**config.mk**
```make
export PLATFORM = sky130hd
export DESIGN_NAME = hazard_unit_flat
export DESIGN_NICKNAME = d
export VERILOG_FILES = /design/src/rtl/hazard_unit_if.sv /design/src/rtl/hazard_unit.sv /design/src/flat_wrapper.sv
export SDC_FILE = /design/constraint.sdc
export NUM_CORES = 1
export LEC_CHECK = 0
export CAP_MARGIN = 20
export CELL_PAD_IN_SITES_DETAIL_PLACEMENT = 0
export CELL_PAD_IN_SITES_GLOBAL_PLACEMENT = 1
export CORE_ASPECT_RATIO = 1.25
export CORE_MARGIN = 3
export CORE_UTILIZATION = 30
export CTS_CLUSTER_DIAMETER = 30
export DETAILED_ROUTE_END_ITERATION = 10
export GPL_ROUTABILITY_DRIVEN = 0
export PLACE_DENSITY_LB_ADDON = 0.15
export SLEW_MARGIN = 20
export SYNTH_ARGS = -nofsm -noshare
export SYNTH_HDL_FRONTEND = slang
export SYNTH_SLANG_ARGS = --single-unit
```
**constraint.sdc**
```tcl
create_clock -name clk -period 1.9 [get_ports clk]
set_clock_uncertainty 0.2 [all_clocks]
set_input_delay 0.19 -clock clk [delete_from_list [all_inputs] [get_ports clk]]
set_output_delay 0.19 -clock clk [all_outputs]
set_load 0.01 [all_outputs]
```
**src/rtl/hazard_unit_if.sv**
```systemverilog
// Hazard-unit bundle: pipeline control bits and register specifiers in, stall/flush/forward selects
// and the data-memory request handshake out.
interface hazard_unit_if;
    logic [4:0] rsD, rtD, rsE, rtE;
    logic [4:0] writeregE, writeregM, writeregW;
    logic       regwriteE, regwriteM, regwriteW;
    logic       memtoregE, memtoregM, memwriteM;
    logic       branchD, pcsrcD, jumpD;
    logic       dmem_ready;
    logic       stallF, stallD, stallE, stallM;
    logic       flushD, flushE, flushW;
    logic       forwardAD, forwardBD;
    logic [1:0] forwardAE, forwardBE;
    logic       dmem_req;

    modport master (
        output rsD, rtD, rsE, rtE, writeregE, writeregM, writeregW,
               regwriteE, regwriteM, regwriteW, memtoregE, memtoregM, memwriteM,
               branchD, pcsrcD, jumpD, dmem_ready,
        input  stallF, stallD, stallE, stallM, flushD, flushE, flushW,
               forwardAD, forwardBD, forwardAE, forwardBE, dmem_req
    );

    modport slave (
        input  rsD, rtD, rsE, rtE, writeregE, writeregM, writeregW,
               regwriteE, regwriteM, regwriteW, memtoregE, memtoregM, memwriteM,
               branchD, pcsrcD, jumpD, dmem_ready,
        output stallF, stallD, stallE, stallM, flushD, flushE, flushW,
               forwardAD, forwardBD, forwardAE, forwardBE, dmem_req
    );
endinterface

```
**src/rtl/hazard_unit.sv**
```systemverilog
// Five-stage MIPS hazard unit: forwarding, load-use/branch stalls, multi-cycle dmem wait FSM
// with timeout, and saturating stall-event counters.
module hazard_unit #(
    parameter int unsigned CNT_W   = 32,
    parameter int unsigned TIMEOUT = 16
) (
    input  logic             clk,
    input  logic             rst,
    hazard_unit_if.slave     hz,
    output logic             mem_err,
    output logic [CNT_W-1:0] lw_cnt,
    output logic [CNT_W-1:0] br_cnt,
    output logic [CNT_W-1:0] mem_cnt
);
    localparam int unsigned WAIT_W = $clog2(TIMEOUT);

    typedef enum logic [1:0] {MEM_IDLE, MEM_WAIT, MEM_ERR} memState_t;

    memState_t         state, nextState;
    logic [WAIT_W-1:0] waitCnt, nextWaitCnt;
    logic              lwStall, branchStall, accessM, memStall, dmemReq, ctlStall;

    always_comb begin
        hz.forwardAE = 2'b00;
        if (hz.rsE != 5'd0 && hz.regwriteM && hz.rsE == hz.writeregM)      hz.forwardAE = 2'b10;
        else if (hz.rsE != 5'd0 && hz.regwriteW && hz.rsE == hz.writeregW) hz.forwardAE = 2'b01;

        hz.forwardBE = 2'b00;
        if (hz.rtE != 5'd0 && hz.regwriteM && hz.rtE == hz.writeregM)      hz.forwardBE = 2'b10;
        else if (hz.rtE != 5'd0 && hz.regwriteW && hz.rtE == hz.writeregW) hz.forwardBE = 2'b01;
    end

    assign hz.forwardAD = (hz.rsD != 5'd0) && hz.regwriteM && (hz.rsD == hz.writeregM);
    assign hz.forwardBD = (hz.rtD != 5'd0) && hz.regwriteM && (hz.rtD == hz.writeregM);

    assign lwStall = hz.memtoregE && (hz.rtE == hz.rsD || hz.rtE == hz.rtD);
    assign branchStall = hz.branchD &&
        ((hz.regwriteE && (hz.writeregE == hz.rsD || hz.writeregE == hz.rtD)) ||
         (hz.memtoregM && (hz.writeregM == hz.rsD || hz.writeregM == hz.rtD)));
    assign accessM = hz.memtoregM | hz.memwriteM;

    always_comb begin
        nextState   = state;
        nextWaitCnt = waitCnt;
        memStall    = 1'b0;
        dmemReq     = 1'b0;
        case (state)
            MEM_IDLE: begin
                dmemReq  = accessM;
                memStall = accessM & ~hz.dmem_ready;
                if (memStall) begin
                    nextState   = MEM_WAIT;
                    nextWaitCnt = '0;
                end
            end
            MEM_WAIT: begin
                dmemReq  = 1'b1;
                memStall = accessM & ~hz.dmem_ready;
                if (hz.dmem_ready)                               nextState = MEM_IDLE;
                else if (waitCnt == WAIT_W'(TIMEOUT - 1))        nextState = MEM_ERR;
                else                                             nextWaitCnt = waitCnt + 1'b1;
            end
            default: ;
        endcase
    end

    always_ff @(posedge clk or negedge rst) begin
        if (!rst) begin
            state   <= MEM_IDLE;
            waitCnt <= '0;
        end else begin
            state   <= nextState;
            waitCnt <= nextWaitCnt;
        end
    end

    // ERR is sticky until reset, so the state decode is the error flag.
    assign mem_err     = (state == MEM_ERR);
    assign hz.dmem_req = dmemReq;

    assign ctlStall  = lwStall | branchStall;
    assign hz.stallF = ctlStall | memStall;
    assign hz.stallD = ctlStall | memStall;
    assign hz.stallE = memStall;
    assign hz.stallM = memStall;
    assign hz.flushE = ctlStall & ~memStall;
    assign hz.flushW = memStall;
    assign hz.flushD = (hz.pcsrcD | hz.jumpD) & ~(ctlStall | memStall);

    always_ff @(posedge clk or negedge rst) begin
        if (!rst) begin
            lw_cnt  <= '0;
            br_cnt  <= '0;
            mem_cnt <= '0;
        end else begin
            if (lwStall && !memStall && lw_cnt != '1)     lw_cnt  <= lw_cnt + 1'b1;
            if (branchStall && !memStall && br_cnt != '1) br_cnt  <= br_cnt + 1'b1;
            if (memStall && mem_cnt != '1)                mem_cnt <= mem_cnt + 1'b1;
        end
    end
endmodule
```
**src/flat_wrapper.sv**
```systemverilog
// flat-port wrapper written by rule: the top's interface ports become plain ports
module hazard_unit_flat 
#(
    parameter int unsigned CNT_W   = 32,
    parameter int unsigned TIMEOUT = 16
)
  (clk, rst, mem_err, lw_cnt, br_cnt, mem_cnt, hz_rsD, hz_rtD, hz_rsE, hz_rtE, hz_writeregE, hz_writeregM, hz_writeregW, hz_regwriteE, hz_regwriteM, hz_regwriteW, hz_memtoregE, hz_memtoregM, hz_memwriteM, hz_branchD, hz_pcsrcD, hz_jumpD, hz_dmem_ready, hz_stallF, hz_stallD, hz_stallE, hz_stallM, hz_flushD, hz_flushE, hz_flushW, hz_forwardAD, hz_forwardBD, hz_forwardAE, hz_forwardBE, hz_dmem_req);
  hazard_unit_if hz_i ();
  input  logic clk;
  input  logic rst;
  output logic mem_err;
  output logic [CNT_W-1:0] lw_cnt;
  output logic [CNT_W-1:0] br_cnt;
  output logic [CNT_W-1:0] mem_cnt;
  input wire logic [$bits(hz_i.rsD)-1:0] hz_rsD;
  input wire logic [$bits(hz_i.rtD)-1:0] hz_rtD;
  input wire logic [$bits(hz_i.rsE)-1:0] hz_rsE;
  input wire logic [$bits(hz_i.rtE)-1:0] hz_rtE;
  input wire logic [$bits(hz_i.writeregE)-1:0] hz_writeregE;
  input wire logic [$bits(hz_i.writeregM)-1:0] hz_writeregM;
  input wire logic [$bits(hz_i.writeregW)-1:0] hz_writeregW;
  input wire logic [$bits(hz_i.regwriteE)-1:0] hz_regwriteE;
  input wire logic [$bits(hz_i.regwriteM)-1:0] hz_regwriteM;
  input wire logic [$bits(hz_i.regwriteW)-1:0] hz_regwriteW;
  input wire logic [$bits(hz_i.memtoregE)-1:0] hz_memtoregE;
  input wire logic [$bits(hz_i.memtoregM)-1:0] hz_memtoregM;
  input wire logic [$bits(hz_i.memwriteM)-1:0] hz_memwriteM;
  input wire logic [$bits(hz_i.branchD)-1:0] hz_branchD;
  input wire logic [$bits(hz_i.pcsrcD)-1:0] hz_pcsrcD;
  input wire logic [$bits(hz_i.jumpD)-1:0] hz_jumpD;
  input wire logic [$bits(hz_i.dmem_ready)-1:0] hz_dmem_ready;
  output wire logic [$bits(hz_i.stallF)-1:0] hz_stallF;
  output wire logic [$bits(hz_i.stallD)-1:0] hz_stallD;
  output wire logic [$bits(hz_i.stallE)-1:0] hz_stallE;
  output wire logic [$bits(hz_i.stallM)-1:0] hz_stallM;
  output wire logic [$bits(hz_i.flushD)-1:0] hz_flushD;
  output wire logic [$bits(hz_i.flushE)-1:0] hz_flushE;
  output wire logic [$bits(hz_i.flushW)-1:0] hz_flushW;
  output wire logic [$bits(hz_i.forwardAD)-1:0] hz_forwardAD;
  output wire logic [$bits(hz_i.forwardBD)-1:0] hz_forwardBD;
  output wire logic [$bits(hz_i.forwardAE)-1:0] hz_forwardAE;
  output wire logic [$bits(hz_i.forwardBE)-1:0] hz_forwardBE;
  output wire logic [$bits(hz_i.dmem_req)-1:0] hz_dmem_req;
  assign hz_i.rsD = hz_rsD;
  assign hz_i.rtD = hz_rtD;
  assign hz_i.rsE = hz_rsE;
  assign hz_i.rtE = hz_rtE;
  assign hz_i.writeregE = hz_writeregE;
  assign hz_i.writeregM = hz_writeregM;
  assign hz_i.writeregW = hz_writeregW;
  assign hz_i.regwriteE = hz_regwriteE;
  assign hz_i.regwriteM = hz_regwriteM;
  assign hz_i.regwriteW = hz_regwriteW;
  assign hz_i.memtoregE = hz_memtoregE;
  assign hz_i.memtoregM = hz_memtoregM;
  assign hz_i.memwriteM = hz_memwriteM;
  assign hz_i.branchD = hz_branchD;
  assign hz_i.pcsrcD = hz_pcsrcD;
  assign hz_i.jumpD = hz_jumpD;
  assign hz_i.dmem_ready = hz_dmem_ready;
  assign hz_stallF = hz_i.stallF;
  assign hz_stallD = hz_i.stallD;
  assign hz_stallE = hz_i.stallE;
  assign hz_stallM = hz_i.stallM;
  assign hz_flushD = hz_i.flushD;
  assign hz_flushE = hz_i.flushE;
  assign hz_flushW = hz_i.flushW;
  assign hz_forwardAD = hz_i.forwardAD;
  assign hz_forwardBD = hz_i.forwardBD;
  assign hz_forwardAE = hz_i.forwardAE;
  assign hz_forwardBE = hz_i.forwardBE;
  assign hz_dmem_req = hz_i.dmem_req;
  hazard_unit #(.CNT_W(CNT_W), .TIMEOUT(TIMEOUT)) u_core (.clk(clk), .rst(rst), .hz(hz_i), .mem_err(mem_err), .lw_cnt(lw_cnt), .br_cnt(br_cnt), .mem_cnt(mem_cnt));
endmodule
```
==> flow_metrics.env, run 1 <==
export IMPL_worst_ep_arrival_time_ns=2.13
export IMPL_synth_edf_count=0
export IMPL_die_width_um=129
export IMPL_end_kind="register"
export IMPL_grtUsageTotal_pct=18.0
export IMPL_htreeDepth=3
export IMPL_antenna_found_initial=1
export IMPL_vdd_drop_max_mv=0.471
export IMPL_synthArstFlopShare_pct=100
export IMPL_yosysUniqueCellTypes=53
export IMPL_p_leak_nw=4.72
export IMPL_fin_nets=980
export IMPL_hp_class="in2reg"
export IMPL_post_place_ws_ns=-0.980
export IMPL_worst_slack_ns=-0.187
export IMPL_synth_commonest_cells="103 x xnor2_1, 102 x dfrtp_1, 50 x nand3_1"
export IMPL_synth_top_area_share_pct=45.3
export IMPL_drt_iter0_markers=170
export IMPL_cp_max_fo=5
export IMPL_hold_violations=0
export IMPL_grt_first_pass_wirelength_um=30100
export IMPL_synth_area_leaders="dfrtp_1 45%, xnor2_1 16%, xor2_1 5.9%"
export IMPL_dieArea_mm2=0.0205
export IMPL_core_area_mm2=0.0182
export IMPL_pwr_share_comb_pct=19.2
export IMPL_critPathLaunchType="register"
export IMPL_area_delta_synth_final_pct=85.3
export IMPL_power_w=0.00514
export IMPL_crit_slowest_cell="dfrtp_1"
export IMPL_syn_num_nets=608
export IMPL_fin_crit_ns=2.09
export IMPL_drt_wl_total_um=18900
export IMPL_synth_seq_cells=102
export IMPL_finalCritPeriodShare_pct=110
export IMPL_clkTransAtPathRegs_ns=0.08
export IMPL_drive_above_1_share_pct=47.2
export IMPL_cts_root_buf="clkbuf_16"
export IMPL_slew_headroom_pct=61.6
export IMPL_wl_per_cell_um=16.2
export IMPL_yosys_warnings=0
export IMPL_rows=55
export IMPL_rsz0062_at_grt="true"
export IMPL_clk_path_buf_depth=2
export IMPL_ys_seq_area_share_pct=45.3
export IMPL_max_freq_mhz=479
export IMPL_path_cells="buf_4, or2_4, o2111ai_4, o22ai_4, o21a_4, buf_6, and4_1, xor2_1"
export IMPL_hpwlAfterDp_um=13300
export IMPL_grt_max_degree=103
export IMPL_switchingPower_w=0.00140
export IMPL_drtPass1Iterations=4
export IMPL_initial_core_util_pct=30.9
export IMPL_p_int_w=0.00374
export IMPL_dr_total_vias=5677
export IMPL_p_seq_share_pct=44.9
export IMPL_clkPwrFrac_pct=35.9
export IMPL_overflow=0
export IMPL_postLayoutCellArea_mm2=0.0104
export IMPL_ant_nets=0
export IMPL_drc=0
export IMPL_die_h_um=159
export IMPL_finalSetupViolations=59
export IMPL_clk_latency_ns=0.35
export IMPL_required_ns=1.94
export IMPL_switching_share_pct=27.3
export IMPL_synth_ff_type="dfrtp_1"
export IMPL_yosysMostFrequentCell="xnor2_1"
export IMPL_criticalPathCategory="reg2reg"
export IMPL_status="finished, violations left"
export IMPL_drv_cap=0
export IMPL_ioPinCount=158
export IMPL_grt_pass1_vias=6039
export IMPL_cts_tree="done"
export IMPL_avgSynthCellArea_um2=10.1
export IMPL_powerDensity_mw_per_mm2=492
export IMPL_worst_slew_pin_transition_ns=0.577
export IMPL_port_buffer_count=157
export IMPL_dpl_instance_area_mm2=0.00893
export IMPL_slowest_delay_ns=0.42
export IMPL_violations="negative setup slack"
export IMPL_timing_hold_ws_ns=0.189
export IMPL_final_max_slew_viol_count=0
export IMPL_synth_cells=557
export IMPL_cts_sinks=102
export IMPL_vias_per_cell=4.88
export IMPL_synth_area_leader_cell="dfrtp_1"
export IMPL_cts_made_buffers=9
export IMPL_synthesis_area_mm2=0.00563
placed cells by master, fill, tap and decap left out, types with 3 or more instances in the layout:
master / count
buf_2: 18
dlygate4sd2_1: 9
and3_1: 14
dfrtp_2: 6
nor4_2: 4
buf_4: 192
nand2_2: 8
xnor2_2: 17
xor2_2: 6
nor2_1: 16
inv_1: 4
and4_1: 4
nor4_4: 3
nand3_4: 7
dfrtp_1: 96
buf_8: 3
nor2_2: 12
buf_6: 45
nor3_1: 3
clkbuf_16: 9
xnor2_1: 85
nor2_4: 8
xor2_1: 32
nand3_1: 19
clkdlybuf4s50_1: 103
nor3_4: 7
nor3_2: 11
dlymetal6s2s_1: 3
nand4_1: 43
clkdlybuf4s15_1: 3
o21ai_0: 3
or4_4: 4
nand3_2: 26
nand2_1: 30
and3_4: 5
and2_1: 3
routing by layer:
metal / global-route usage [%] / wire length, um
met5: 0 / 0
met4: 5.49 / 371
met3: 2.95 / 656
met2: 32.3 / 10100
met1: 21.9 / 7760
cell type report:
cell class	count	area (um^2)
Antenna cell	1	2.50
Clock buffer	10	239
Clock inverter	6	52.6
Fill cell	1562	7800
Inverter	6	26.3
Multi-Input combinational cell	431	3960
Sequential cell	102	2560
Tap cell	228	285
Timing Repair Buffer	379	3310
power groups by stage:
stage	registers (W)	logic [W]	clock network [W]
finish	0.00231	0.000989	0.00185
global route	0.00232	0.00108	0.00201
CTS	0.00231	0.000913	0.00193
detailed placement	0.00234	0.000849	0
global placement	0.00234	0.000837	0
floorplan	0.00238	0.000270	0
cells by family after synthesis:
family	count (synthesis)	synth area share [%]
and+or+nand+nor	251	24.7
AOI/OAI and AO/OA	27	3.89
buffers and inverters	26	2.04
adders and majority gates	4	0.888
DFF	102	45.3
xor gates and xnor gates	142	22.2
muxes	5	0.977
flip-flops by register name (all words and copies together), names as in the netlist:
register and flops:
u_core.lw_cnt 32, u_core.state 2, u_core.br_cnt 32, u_core.mem_cnt 32, u_core.waitCnt 4
critical path: cells and delay by family, from the launching register on:
| kind | cells | cell delay [ns] |
|---|---|---|
| buffers and inverters | 2 | 0.28 |
| flip-flops | 1 | 0.42 |
| AND/OR/NAND/NOR | 2 | 0.43 |
| XOR/XNOR | 1 | 0.14 |
| AO/OA/AOI/OAI | 3 | 0.51 |
per-stage QoR:
stage,utilization (%),instances,TNS [ns]
after floorplan,-,557,-1.22
after global placement,49.0,1104,-60.24
after detailed placement,49.0,1104,-65.53
after CTS,53.7,1147,-3.00
after global routing,57.2,1163,-10.05
final,57.2,1163,-4.11
worst paths after layout:
path / slack (ns) / start / endpoint / cells past startpoint
min in group asynchronous: 0.26 / rst / u_core.mem_cnt[29] / 3
max in group asynchronous: 0.80 / rst / u_core.br_cnt[9] / 3
hold / removal: 0.19 / hz_dmem_ready / u_core.state[1] / 3
hold reg to reg: 0.30 / u_core.br_cnt[8] / u_core.br_cnt[8] / 1
setup reg to reg: -0.19 / u_core.state[1] / u_core.lw_cnt[11] / 8
setup / recovery: -0.19 / u_core.state[1] / u_core.lw_cnt[11] / 8
what timing repair did:
| item | in CTS | in global routing |
|---|---|---|
| endpoints found under the hold margin | 102 | 0 |
| pin swaps | 91 | 75 |
| setup buffers | 25 | 16 |
| gates resized for setup | 278 | 124 |
| endpoints found under the setup margin | 107 | 104 |
| hold buffers | 1 | 0 |
| cloned | 5 | 0 |
Power figures use the tool's default switching activity.
==> run 2: changes to the inputs <==
--- a/config.mk
+++ b/config.mk
@@ -15,7 +15,9 @@
 export DETAILED_ROUTE_END_ITERATION = 10
 export GPL_ROUTABILITY_DRIVEN = 0
 export PLACE_DENSITY_LB_ADDON = 0.15
+export SETUP_SLACK_MARGIN = 0.15
 export SLEW_MARGIN = 20
 export SYNTH_ARGS = -nofsm -noshare
 export SYNTH_HDL_FRONTEND = slang
 export SYNTH_SLANG_ARGS = --single-unit
+export TNS_END_PERCENT = 30
==> constraint.sdc (replaced) <==
create_clock -name clk -period 2.1 [get_ports clk]
set_clock_uncertainty 0.2 [all_clocks]
set_input_delay 0.21 -clock clk [delete_from_list [all_inputs] [get_ports clk]]
set_output_delay 0.21 -clock clk [all_outputs]
set_load 0.01 [all_outputs]
==> flow_metrics.env, run 2 (synthesized netlist as in run 1, its figures left out) <==
export IMPL_power_w=0.00465
export IMPL_die_width_um=129
export IMPL_status="finished, final reports clean"
export IMPL_drt_wl_total_um=17600
export IMPL_rows=55
export IMPL_area_delta_synth_final_pct=75.7
export IMPL_drc=0
export IMPL_cts_tree="done"
export IMPL_die_h_um=159
export IMPL_dr_total_vias=5378
export IMPL_mostFrequentLayoutCell="buf_4"
export IMPL_drive_above_1_share_pct=40.9
export IMPL_cts_made_buffers=9
export IMPL_fin_crit_ns=2.07
export IMPL_worst_ep_arrival_time_ns=2.10
export IMPL_top_usage_layer="met2"
export IMPL_port_buffer_count=157
export IMPL_ant_nets=0
export IMPL_drt_iter0_markers=159
export IMPL_fillers=1585
export IMPL_worst_slew_pin_transition_ns=0.407
export IMPL_clk_latency_ns=0.35
export IMPL_finalCritPeriodShare_pct=98.6
export IMPL_p_leak_nw=4.49
export IMPL_criticalPathCategory="reg2reg"
export IMPL_cp_max_fo=4
export IMPL_hpwlAfterDp_um=12900
export IMPL_rsz0062_at_grt="true"
export IMPL_cts_root_buf="clkbuf_16"
export IMPL_finalSetupViolations=0
export IMPL_initial_core_util_pct=30.9
export IMPL_htreeDepth=3
export IMPL_critPathLaunchType="register"
export IMPL_multiInputGateArea_mm2=0.00384
export IMPL_final_max_slew_viol_count=0
export IMPL_grt_first_pass_wirelength_um=28200
export IMPL_antennaDiodeCount=0
export IMPL_mostFrequentLayoutCells="146 x buf_4, 106 x clkdlybuf4s50_1, 94 x dfrtp_1"
export IMPL_drv_cap=0
export IMPL_tns_ns=0
export IMPL_max_freq_mhz=483
export IMPL_fin_nets=923
export IMPL_use_met1_pct=21.1
export IMPL_clkTransAtPathRegs_ns=0.07
export IMPL_core_area_mm2=0.0182
export IMPL_post_route_util_pct=54.3
export IMPL_end_kind="register"
export IMPL_timing_hold_ws_ns=0.138
export IMPL_grt_met2_usage_pct=29.4
export IMPL_vdd_drop_max_mv=0.437
export IMPL_slew_headroom_pct=72.9
export IMPL_grt_max_degree=44
export IMPL_vias_per_cell=4.87
export IMPL_biggestRegsByFlops="u_core.br_cnt (32), u_core.lw_cnt (32), u_core.mem_cnt (32)"
export IMPL_wl_per_cell_um=15.9
export IMPL_powerDensity_mw_per_mm2=469
export IMPL_cts_sinks=102
export IMPL_grtUsageMet3_pct=3.15
export IMPL_drtPass1Iterations=4
export IMPL_hold_violations=0
export IMPL_overflow=0
export IMPL_grtUsageTotal_pct=16.7
export IMPL_placed_cells=1057
export IMPL_required_ns=2.13
export IMPL_ioPinCount=158
export IMPL_antenna_found_initial=0
export IMPL_seq_area_mm2=0.00256
export IMPL_hp_class="in2async"
export IMPL_clk_path_buf_depth=2
export IMPL_grt_pass1_vias=5619
export IMPL_layout_cells_non_filler=1105
export IMPL_dieArea_mm2=0.0205
## run 2: cell count changes in the layout (fill, tap and decap cells not counted), moves of 4 or more
cell | before | now
buf_4 | 192 | 146
nand3_2 | 26 | 12
buf_6 | 45 | 36
nand3_1 | 19 | 28
buf_2 | 18 | 12
nand2_2 | 8 | 2
nand3_4 | 7 | 12
and3_1 | 14 | 18
and3_4 | 5 | 1
nand2_4 | 2 | 6
nor2_1 | 16 | 20
xnor2_2 | 17 | 21
## run 2: routing by layer
layer | vias up | wire [um]
li1 | 2596 | -
met1 | 2673 | 7570
met2 | 98 | 9230
met3 | 11 | 651
met4 | 0 | 161
met5 | - | 0
## run 2: worst paths after layout
path	from	to	slack, ns	cells after the start
min reg2reg	u_core.br_cnt[27]	u_core.br_cnt[27]	0.30	1
min	rst	u_core.br_cnt[25]	0.14	2
min in group clk	u_core.br_cnt[27]	u_core.br_cnt[27]	0.30	1
max	u_core.state[1]	u_core.mem_cnt[31]	0.03	7
max reg2reg	u_core.state[1]	u_core.mem_cnt[31]	0.03	7
max in group asynchronous	rst	u_core.mem_cnt[17]	0.98	3
## run 2: critical path, cell delays in order, from the launching register on
cell and delay [ns]:
dfrtp_1 0.41, nor2_2 0.11, o21ai_1 0.09, buf_4 0.17, and4bb_2 0.31, nand3_2 0.10
or4_4 0.44, xnor2_2 0.14
## run 2: layout make-up
cell class                      count  area share (%)
Clock inverter                      6           0.543
Sequential cell                   102            25.9
Clock buffer                       10            2.31
Tap cell                          228            2.88
Inverter                            6           0.227
Timing Repair Buffer              324            29.3
Multi-Input combinational cell    429            38.8
## run 2: repair_timing
action / 4_1_cts / 5_1_grt
gates resized for setup: 238 / 131
pin swaps: 60 / 100
hold buffers: 1 / 0
buffers inserted: 10 / 20
endpoints found under the setup margin: 105 / 100
cloned: 1 / 0
endpoints found under the hold margin: 102 / 0
## run 2: through the flow
step                setup slack, ns  instance area, um^2
CTS                         0.00582                 9150
global route                 -0.100                 9900
global placement             -0.718                 8550
finish                       0.0303                 9900
detailed placement           -0.766                 8550
floorplan                   0.00871                 5730
## run 2: report_power, final
| part | switching, W | internal [W] |
|---|---|---|
| logic | 0.000389 | 0.000520 |
| clock network | 0.000810 | 0.000830 |
| registers | 0.0000743 | 0.00202 |
| total | 0.00127 | 0.00337 |
==> edit, RTL diff (flow settings as in run 2) <==
`CNT_W` is set to 32 in 2 places; all go to 36.
--- a/src/rtl/hazard_unit.sv
+++ b/src/rtl/hazard_unit.sv
@@ -2,5 +2,5 @@
 // with timeout, and saturating stall-event counters.
 module hazard_unit #(
-    parameter int unsigned CNT_W   = 32,
+    parameter int unsigned CNT_W   = 36,
     parameter int unsigned TIMEOUT = 16
 ) (
--- a/src/flat_wrapper.sv
+++ b/src/flat_wrapper.sv
@@ -2,5 +2,5 @@
 module hazard_unit_flat 
 #(
-    parameter int unsigned CNT_W   = 32,
+    parameter int unsigned CNT_W   = 36,
     parameter int unsigned TIMEOUT = 16
 )
Ports: changed (resized br_cnt, lw_cnt and mem_cnt); port bits go from 158 to 170. The function was not compared with the original's and may differ.
==> edit against run 2 <==
The flow now finishes with violations (negative setup slack); sequential power is 17% higher; non-clock buffer count is 35 higher; sequential share of layout area rose by 0.12 points; worst setup slack lost 0.10 ns; sequential cell count grew 12; synthesized area increased by 11%; design area up 11%; power grew 43%; wire length is 9.4% higher; largest power group is now the clock network.
==> edit: results (changes against run 2) <==
For the total via count in the routed design, the log shows 5934 (was 5378). The minimum setup slack in the final design was -0.0743 ns (was 0.0303 ns). The portion of the post-synthesis area used by sequential elements was 45.7% (was 45.3%); the number of global-route vias before repair was 6348 (was 5619). The compound-cell area share of the yosys netlist works out to 3.73% (was 3.89%). The tools report the detailed placer's ending HPWL as 14200 um (was 12900 um).

Leakage power: 0.00484 uW (was 0.00449 uW). The worst-case hold slack came out at 0.120 ns (was 0.138 ns). The starting DRC count in detailed routing was 180 (was 159); the number of setup violations in the final report was 10 (was 0).

The data arrival at the endpoint of the critical path is 2.27 ns (was 2.10 ns). Synth top area cells: dfrtp_1 46%, xnor2_1 17%, nand3_1 5.0% (was dfrtp_1 45%, xnor2_1 16%, xor2_1 5.9%). Top Registers: u_core.br_cnt (36), u_core.lw_cnt (36), u_core.mem_cnt (36) (was u_core.br_cnt (32), u_core.lw_cnt (32), u_core.mem_cnt (32)). The number of filler instances in the final layout came out at 1834 (was 1585). The final reports fail on negative setup slack.

The logs give 68.1% (was 72.9%) for the relative slew slack and 54.2% (was 54.3%) for the core utilization of the finished layout. The run gives 4 (was 3) as the number of H-tree levels. The number of nets produced by synthesis was 674 (was 608).

Mux share of post-synthesis cell area: 0.721% (was 0.977%). The cell area after placement is 0.00948 mm2 (was 0.00855 mm2), and the CTS buffer count is 17 (was 9). The worst slack at placement came out at -0.804 ns (was -0.766 ns). The logs give 0.000527 V (was 0.000437 V) for the maximum ir drop on the vdd rail and 1030 (was 923) for the number of nets in the final layout.

The share of final-layout standard cells stronger than drive strength 1 came out at 39.5% (was 40.9%). Start point of the critical path: u_core.lw_cnt[6] (was u_core.state[1]). Count of input and output buffers: 169 (was 157). The tools report the number of cells after detailed placement as 1195 (was 1057). The count of TritonRoute iterations in the first routing pass was 6 (was 4).

The average routed wire per standard cell is 15.3 um (was 15.9 um), and the synthesized instance count is 623 (was 557). The post-synthesis share of cell area spent on full adders, half adders and majority gates was 0.801% (was 0.888%); the maximum number of pins on one net before global-route repair was 60 (was 44). Clock latency at the later pin of the worst-skew pair: 0.41 ns (was 0.35 ns). The run finished, with violations left. The number of unique standard cell types used by synthesis was 60 (was 53). The global-route usage over all layers came out at 17.3% (was 16.7%). Top cells by instance count after synthesis: 124 x xnor2_1, 114 x dfrtp_1, 63 x nand3_1 (was 103 x xnor2_1, 102 x dfrtp_1, 50 x nand3_1).
edit: changes by cell type after synthesis, moves of 6 or more:
| cell | before | now |
|---|---|---|
| nand3_1 | 50 | 63 |
| buf_2 | 5 | 11 |
| xnor2_1 | 103 | 124 |
| nand2_1 | 42 | 56 |
| nand4_1 | 43 | 30 |
| xor2_1 | 38 | 29 |
| dfrtp_1 | 102 | 114 |
edit: report_power, final:
group / switching, uW / total [uW] / leakage [uW] / internal (uW)
clock network: 1000 / 2880 / 0.000279 / 1880
registers: 126 / 2450 / 0.00153 / 2330
logic: 560 / 1310 / 0.00303 / 748
edit: area by class of cell:
type / instances / share of cell area (%)
Tap cell: 270 / 3.07
Clock inverter: 10 / 1.24
Multi-Input combinational cell: 477 / 36.0
Timing Repair Buffer: 359 / 29.2
Sequential cell: 114 / 26.0
Inverter: 10 / 0.363
Clock buffer: 21 / 4.09
edit: cell families (layout without fill, tap and decap cells):
kind of cell    count (synthesis)  after routing
mux                             4              4
compound gates                 29             29
flops                         114            114
xor+xnor                      153            153
simple gates                  287            287
fa+ha+maj                       4              4
buf+inv                        32            400
edit: timing repair:
action | CTS | global route
pin swaps | 85 | 66
cloned | 1 | 0
hold buffers | 1 | 0
gates resized for setup | 261 | 64
endpoints found under the hold margin | 33 | 0
endpoints found under the setup margin | 117 | 124
buffers inserted | 24 | 9
edit: stage by stage:
| stage | TNS (ns) | power [uW] |
|---|---|---|
| after floorplan | -0.0653 | 2900 |
| after global placement | -42.21 | 3600 |
| after detailed placement | -44.17 | 3630 |
| after CTS | -0.289 | 6680 |
| after global routing | -4.11 | 6960 |
| final | -0.296 | 6650 |
edit: layer usage:
metal	wire, um	up-vias	global-route usage (%)
met5	0	-	0
met4	193	0	4.47
met3	982	12	4.87
met2	10200	138	30.4
met1	7930	2905	20.7
li1	-	2879	-
